[src/rtl/cla_pipe_addsub.sv]
// Pipelined carry-look-ahead adder/subtractor: one GROUP-bit look-ahead group
// per stage, group carry registered between stages, valid/ready on both sides.

module cla_group #(
    parameter int GROUP = 4
) (
    input  logic [GROUP-1:0] a,
    input  logic [GROUP-1:0] b,
    input  logic             cin,
    output logic [GROUP-1:0] s,
    output logic             cout
);
    logic [GROUP-1:0] g;
    logic [GROUP-1:0] p;
    logic [GROUP:0]   c;
    logic             gen_any;
    logic             prop_all;

    assign g = a & b;
    assign p = a ^ b;

    // Every carry is a flat sum of products over g/p/cin, so no carry waits on another.
    always_comb begin
        c        = '0;
        gen_any  = 1'b0;
        prop_all = 1'b1;
        c[0]     = cin;
        for (int i = 0; i < GROUP; i++) begin
            gen_any  = 1'b0;
            prop_all = 1'b1;
            for (int j = i; j >= 0; j--) begin
                gen_any  = gen_any | (prop_all & g[j]);
                prop_all = prop_all & p[j];
            end
            c[i+1] = gen_any | (prop_all & cin);
        end
    end

    assign s    = p ^ c[GROUP-1:0];
    assign cout = c[GROUP];
endmodule

module cla_pipe_addsub #(
    parameter int WIDTH = 16,
    parameter int GROUP = 4
) (
    input  logic             clk,
    input  logic             rst_n,
    input  logic             in_valid,
    output logic             in_ready,
    input  logic [WIDTH-1:0] in_a,
    input  logic [WIDTH-1:0] in_b,
    input  logic             in_cin,
    input  logic             in_sub,
    output logic             out_valid,
    input  logic             out_ready,
    output logic [WIDTH-1:0] out_sum,
    output logic             out_cout,
    output logic             out_ovf
);
    localparam int GSAFE = (GROUP < 1) ? 1 : GROUP;
    localparam int NSTG  = WIDTH / GSAFE;

    if ((GROUP < 1) || ((WIDTH % GSAFE) != 0)) begin : g_param_check
        $fatal(1, "cla_pipe_addsub: WIDTH must be a positive multiple of GROUP");
    end

    // vld_pipe[k] is stage k; vld_pipe[NSTG] is the output register.
    logic [NSTG:0]    vld_pipe;
    logic             adv;
    logic [WIDTH-1:0] b_eff;
    logic             c0;

    assign adv       = ~vld_pipe[NSTG] | out_ready;
    assign in_ready  = adv;
    assign out_valid = vld_pipe[NSTG];
    assign b_eff     = in_sub ? ~in_b : in_b;
    assign c0        = in_sub | in_cin;

    always_ff @(posedge clk or negedge rst_n) begin
        if (!rst_n) begin
            vld_pipe <= '0;
        end else if (adv) begin
            vld_pipe <= {vld_pipe[NSTG-1:0], in_valid};
        end
    end

    for (genvar k = 0; k < NSTG; k++) begin : g_stg
        // Operand bits still ahead of this stage, kept right-aligned.
        localparam int REM = WIDTH - (k + 1) * GROUP;

        logic [GROUP-1:0]       a_grp;
        logic [GROUP-1:0]       b_grp;
        logic [GROUP-1:0]       s_grp;
        logic                   c_in;
        logic                   c_out;
        logic [(k+1)*GROUP-1:0] sum_nxt;
        logic [(k+1)*GROUP-1:0] sum_q;
        logic                   a_msb_nxt;
        logic                   b_msb_nxt;
        logic                   c_q;
        logic                   a_msb_q;
        logic                   b_msb_q;

        if (k == 0) begin : g_src
            assign a_grp     = in_a[GROUP-1:0];
            assign b_grp     = b_eff[GROUP-1:0];
            assign c_in      = c0;
            assign sum_nxt   = s_grp;
            assign a_msb_nxt = in_a[WIDTH-1];
            assign b_msb_nxt = b_eff[WIDTH-1];
        end else begin : g_src
            assign a_grp     = g_stg[k-1].g_rem.a_rem_q[GROUP-1:0];
            assign b_grp     = g_stg[k-1].g_rem.b_rem_q[GROUP-1:0];
            assign c_in      = g_stg[k-1].c_q;
            assign sum_nxt   = {s_grp, g_stg[k-1].sum_q};
            assign a_msb_nxt = g_stg[k-1].a_msb_q;
            assign b_msb_nxt = g_stg[k-1].b_msb_q;
        end

        cla_group #(.GROUP(GROUP)) u_grp (
            .a    (a_grp),
            .b    (b_grp),
            .cin  (c_in),
            .s    (s_grp),
            .cout (c_out)
        );

        always_ff @(posedge clk or negedge rst_n) begin
            if (!rst_n) begin
                sum_q   <= '0;
                c_q     <= 1'b0;
                a_msb_q <= 1'b0;
                b_msb_q <= 1'b0;
            end else if (adv) begin
                sum_q   <= sum_nxt;
                c_q     <= c_out;
                a_msb_q <= a_msb_nxt;
                b_msb_q <= b_msb_nxt;
            end
        end

        if (k < NSTG - 1) begin : g_rem
            logic [REM-1:0] a_rem_nxt;
            logic [REM-1:0] b_rem_nxt;
            logic [REM-1:0] a_rem_q;
            logic [REM-1:0] b_rem_q;

            if (k == 0) begin : g_nxt
                assign a_rem_nxt = in_a[WIDTH-1:GROUP];
                assign b_rem_nxt = b_eff[WIDTH-1:GROUP];
            end else begin : g_nxt
                assign a_rem_nxt = g_stg[k-1].g_rem.a_rem_q[REM+GROUP-1:GROUP];
                assign b_rem_nxt = g_stg[k-1].g_rem.b_rem_q[REM+GROUP-1:GROUP];
            end

            always_ff @(posedge clk or negedge rst_n) begin
                if (!rst_n) begin
                    a_rem_q <= '0;
                    b_rem_q <= '0;
                end else if (adv) begin
                    a_rem_q <= a_rem_nxt;
                    b_rem_q <= b_rem_nxt;
                end
            end
        end
    end

    logic last_a_msb;
    logic last_b_msb;
    logic last_s_msb;

    assign last_a_msb = g_stg[NSTG-1].a_msb_q;
    assign last_b_msb = g_stg[NSTG-1].b_msb_q;
    assign last_s_msb = g_stg[NSTG-1].sum_q[WIDTH-1];

    // Result data only loads with a real beat, so it stays 0 until the first one.
    always_ff @(posedge clk or negedge rst_n) begin
        if (!rst_n) begin
            out_sum  <= '0;
            out_cout <= 1'b0;
            out_ovf  <= 1'b0;
        end else if (adv && vld_pipe[NSTG-1]) begin
            out_sum  <= g_stg[NSTG-1].sum_q;
            out_cout <= g_stg[NSTG-1].c_q;
            out_ovf  <= (last_a_msb == last_b_msb) & (last_s_msb != last_a_msb);
        end
    end
endmodule

[config.mk]
export PLATFORM = sky130hd
export DESIGN_NAME = cla_pipe_addsub
export DESIGN_NICKNAME = d
export VERILOG_FILES = /design/src/rtl/cla_pipe_addsub.sv
export SDC_FILE = /design/constraint.sdc
export NUM_CORES = 1
export LEC_CHECK = 0
export CAP_MARGIN = 20
export CELL_PAD_IN_SITES_DETAIL_PLACEMENT = 1
export CELL_PAD_IN_SITES_GLOBAL_PLACEMENT = 1
export CORE_ASPECT_RATIO = 0.9
export CORE_MARGIN = 5
export CORE_UTILIZATION = 43
export CTS_CLUSTER_DIAMETER = 30
export CTS_CLUSTER_SIZE = 25
export DETAILED_ROUTE_END_ITERATION = 7
export PLACE_DENSITY_LB_ADDON = 0.1
export SLEW_MARGIN = 10
export SYNTH_ARGS = -nofsm -noshare
export SYNTH_HDL_FRONTEND = slang
export SYNTH_SLANG_ARGS = --single-unit
[constraint.sdc]
create_clock -name clk -period 1.8 [get_ports clk]
set_input_delay 0.36 -clock clk [delete_from_list [all_inputs] [get_ports clk]]
set_output_delay 0.36 -clock clk [all_outputs]
set_load 0.02 [all_outputs]
Word level (Yosys, flattened, before mapping)
Index checks and enable logic that the tools add are counted.
W data, S select, Z words.
{"block": "totals", "register_bits": 123, "input_bits": 38, "output_inout_bits": 20}
{"block": "op_classes", "n_mux": 1, "reduce_logical": 1, "n_bitwise": 121, "n_eq_ne": 2}
{"op": "$and A1 B1 Y1", "n": 65}
{"op": "$or A1 B1 Y1", "n": 42}
{"op": "$xor A4 B4 Y4", "n": 8}
{"op": "$and A4 B4 Y4", "n": 4}
{"op": "$mux W16", "n": 1}
{"op": "$not A16 Y16", "n": 1}
{"op": "$eq A1 B1 Y1", "n": 1}
{"op": "$logic_and A1 B1 Y1", "n": 1}
{"op": "$ne A1 B1 Y1", "n": 1}
{"op": "$not A1 Y1", "n": 1}

Longest topological paths before layout
{"block": "logic_depth", "depth_word": 8, "ltp_mapped": 8, "mapped_depth_nobuf": 6}

Hierarchy
A second synthesis with hierarchy kept.
{"block": "unflattened", "cells_unflattened": 348, "area_unflattened_um2": 5313.8}
{"module": "cla_pipe_addsub", "area_each_um2": 4738.3, "seq_area_each_um2": 2927.8, "n_inst": 1, "cells_per_inst": 284}
{"module": "cla_group (g_stg[0].u_grp ...)", "area_each_um2": 147.6, "seq_area_each_um2": 0.0, "n_inst": 3, "cells_per_inst": 17}
{"module": "cla_group (g_stg[3].u_grp)", "area_each_um2": 132.6, "seq_area_each_um2": 0.0, "n_inst": 1, "cells_per_inst": 13}

Least setup slack after synthesis
OpenSTA, ideal clock, no wires.
{"block": "synth_timing", "path_kind": "input-to-reg", "from": "in in_sub", "to": "reg g_stg[0].c_q", "setup_ns": 0.124, "slack_ns": -0.092, "t_required_ns": 1.676, "arrival_time_ns": 1.768, "path_buffers": 2, "path_stages": 8, "cell_sequence": "buf_4 buf_4 xor2_1 ha_1 o21ai_0 a21oi_1 o21a_1 o31a_1"}
{"block": "synth_between", "elab_chain_len": 7}
{"item": "start, declared", "line": "54", "rtl": "input logic in_sub,"}
{"item": "$mux W16", "line": "77", "rtl": "assign b_eff = in_sub ? ~in_b : in_b;"}
{"item": "$xor A4 B4 Y4 / $and A4 B4 Y4 (equally long branches)", "line": "20, 19"}
{"item": "$and A1 B1 Y1 (on tied branches)", "line": "32, 33"}
{"item": "$or A1 B1 Y1 (tied with other cells) (2 in a row)", "line": "32", "rtl": "gen_any = gen_any | (prop_all & g[j]);"}
{"item": "$or A1 B1 Y1 / $and A1 B1 Y1 (equally long branches)", "line": "32, 35"}
{"item": "$or A1 B1 Y1 *", "line": "35", "rtl": "c[i+1] = gen_any | (prop_all & cin);"}
{"item": "end signal, assigned", "line": "137", "rtl": "c_q <= c_out;"}
{"item": "end, declared", "line": "101", "rtl": "logic c_q;"}
Mark *: on every way between the ends. The rest lies on a longest branch, timed or not.
A chain may end at the register's enable or synchronous reset.

Worst setup path after layout
Same ends and word-level chain as after synthesis.

==> flow_summary.yaml <==
clocking:
  clk_path_buf_depth: 2
  insertion_delay_ns: 0.40
  tritoncts: "done"
  cts_root_buf: "clkbuf_16"
  cts.sinks: 117
  htreeDepth: 4
  cts_buffers: 17
  clk_pin_slew_worst_paths_ns: 0.05
final_layout:
  fillers: 1284
  syn2layout_area_growth_pct: 28.1
  fin_util_pct: 56.8
  ff_latch_area_um2: 2930
  multi_input_comb_area_um2: 2110
  diodes: 0
  drive_gt1_share_pct: 12.4
  layout.nets: 644
  stdcell_area_um2: 6540
logic_synthesis:
  syn_nets: 576
  netlist-cell-type-count: 27
  ys_seq_area_share_pct: 57.3
  syn_avg_cell_area_um2: 9.90
  yosys_register_bits: 117
  synth_cells: 516
  synth-warning-count: 0
  syn-cell-area_um2: 5110
critical_path:
  slowest_delay_ns: 0.47
  critical_path_buf_inv_count: 2
  crit_type: "in -> reg"
  crit_fanout: 5
  cp_top_family: "compound AO/OA/AOI/OAI gates"
  arrival_ns: 2.07
  worst-endpoint-required_ns: 2.08
  crit_slowest_cell: "clkdlybuf4s50_1"
  cp-end-kind: "flip-flop"
  r2r_slack_ns: 0.16
  startpoint_type: "primary input"
  critical_path.cell_chain: "clkdlybuf4s50_1 > buf_6 > xor2_4 > ha_4 > o21ai_2 > a21oi_2 > o21a_1 > o31a_1"
sta:
  timing.final.crit_share_pct: 99.9
  slew_headroom_pct: 68.2
  hold_ws_ns: 0.457
  min_period_ns: 1.80
  fmax_mhz: 556
  worst_pin_slew_ns: 0.477
  maxSlewViolCount: 0
  clock_skew_ns: 0.00665
  setup-violations-final: 0
  finalHoldViolCount: 0
routing:
  drt-pass1-iter-count: 4
  vias: 3621
  ant_nets: 0
  vias_per_cell: 4.82
  wl_um: 11300
  drt_iter0_drc: 148
  wl_per_cell_um: 15.0
  drc: 0
floorplan:
  die_w_um: 125
  start_util_pct: 44.3
  die_y_um: 113
  pin_count: 58
  coreArea_um2: 11500
  rows: 37
  die_area_um2: 14200
global_route:
  grt.total_usage_pct: 17.0
  grt_pass1_wl_um: 19500
  grt_start_max_net_pins: 97
  antenna_found_initial: 0
  grt_pass1_vias: 4096
  grt_overflow: 0
power_and_ir_drop:
  leakage_nw: 3.16
  ir_worst_vdd_mv: 1.05
  total_power_mw: 11.6
  powerDensity_nw_per_um2: 1780
placement:
  dpl_cell_area_um2: 5910
  place.gp.congestion: 0.771
  dp.final_hpwl_um: 7560
  port_buffers: 57
outcome:
  status: "complete, no violations"
hold_path:
  hold_path_class: "reg -> reg"
run:
  cap_violations: 0
[flip-flops by register name, summed over array words and instances (netlist names)]
name	cells
g_stg.sum_q	40
g_stg.g_rem.a_rem_q	21
g_stg.g_rem.b_rem_q	21
out_sum	16
vld_pipe	5
g_stg.a_msb_q	4
g_stg.b_msb_q	4
g_stg.c_q	4
out_cout	1
out_ovf	1
[synthesized netlist by cell type]
master / count / area (um2)
a41oi_1: 3 / 26.3
clkinv_4: 1 / 8.76
ha_1: 18 / 225
mux2_2: 9 / 101
nand2_4: 1 / 11.3
buf_6: 2 / 22.5
xnor2_1: 22 / 193
nor2_1: 5 / 18.8
nand2b_1: 2 / 12.5
xor2_1: 5 / 43.8
buf_4: 2 / 15.0
o31ai_1: 1 / 7.51
nand2_1: 236 / 886
o21ai_0: 31 / 155
o21a_1: 1 / 7.51
dfrtp_1: 117 / 2930
buf_2: 15 / 75.1
nor3_1: 2 / 10.0
mux2_4: 8 / 120
o21ai_1: 1 / 5.00
inv_1: 5 / 18.8
o31a_1: 1 / 8.76
nor2b_4: 1 / 13.8
fa_1: 4 / 80.1
clkbuf_1: 6 / 22.5
a21oi_1: 14 / 70.1
a21o_1: 3 / 22.5
[per-layer routing]
layer  vias to the layer above  GRT usage, %  share of wire, %
met5                         -             0                 0
met3                        13          4.54               3.6
met4                         0          5.49               1.4
met2                        70          28.0                48
li1                       1772             -                 -
met1                      1766          22.1                47
[tightest hold or removal path, stage by stage, from the launching register on]
cell	delay, ns
dfrtp_1	0.33
nand2_1	0.05
nand2_1	0.05
[power breakdown]
group          internal, mW  switching [mW]
Sequential             3.83           0.729
Clock                  1.92            1.05
Combinational          1.91            2.18
Total                  7.67            3.96
[layout make-up]
type / instances / area share [%]
clock buffer: 27 / 7.84
multi-input combinational: 368 / 32.2
clock inverter: 4 / 0.306
timing repair buffer: 74 / 11.5
sequential: 117 / 44.8
inverter: 6 / 0.421
tap: 156 / 2.98
[worst paths after layout]
kind,from,endpoint,cells after the start
max in group asynchronous,rst_n,g_stg[0].g_rem.a_rem_q[6],3
worst min register to register,g_stg[3].sum_q[1],g_stg[3].sum_q[1],2
worst max-delay path,in_sub,g_stg[0].c_q,8
min in group asynchronous,rst_n,g_stg[3].sum_q[0],2
worst max register to register,g_stg[2].g_rem.a_rem_q[0],g_stg[3].c_q,5
worst min-delay path,g_stg[3].sum_q[1],g_stg[3].sum_q[1],2
[through the flow]
stage / worst slack (ns) / instances / setup TNS [ns]
after floorplan: 0.00250 / 516 / 0
after global placement: -0.343 / 719 / -3.51
after detailed placement: -0.436 / 719 / -4.34
after CTS: 0.00624 / 752 / 0
after global routing: -0.0349 / 752 / -0.0699
final: 0.00123 / 752 / 0
[layout by cell type, fill, tap and decap left out, types with 3 or more instances in the layout]
cell / Yosys / routed
ha_1: 18 / 15
o21ai_0: 31 / 30
clkinv_2: 0 / 4
a21oi_1: 14 / 12
nor2_1: 5 / 5
mux2_2: 9 / 9
nand2_1: 236 / 236
buf_4: 2 / 12
mux2_4: 8 / 8
inv_1: 5 / 5
fa_1: 4 / 4
clkbuf_1: 6 / 5
clkbuf_16: 0 / 17
xnor2_1: 22 / 22
dfrtp_1: 117 / 117
clkbuf_8: 0 / 5
clkdlybuf4s50_1: 0 / 55
a21o_1: 3 / 3
buf_12: 0 / 4
a41oi_1: 3 / 3
xor2_1: 5 / 3
[logic make-up after synthesis]
logic type / Yosys count / share of synthesized area, %
adder cells (fa/ha/maj): 22 / 5.98
AND/OR/NAND/NOR: 247 / 18.6
multiplexers: 17 / 4.34
XOR/XNOR: 27 / 4.63
buffers and inverters: 31 / 3.18
flip-flops: 117 / 57.3
AO/OA/AOI/OAI: 55 / 5.93
[repair_timing]
item | 4_1_cts | 5_1_grt
endpoints found under the setup margin | 3 | 2
resized for setup | 1 | 12
hold buffers | 1 | 0
pin swaps | 1 | 1
endpoints found under the hold margin | 29 | 0
buffers inserted | 1 | 0
Power figures use the tool's default switching activity.
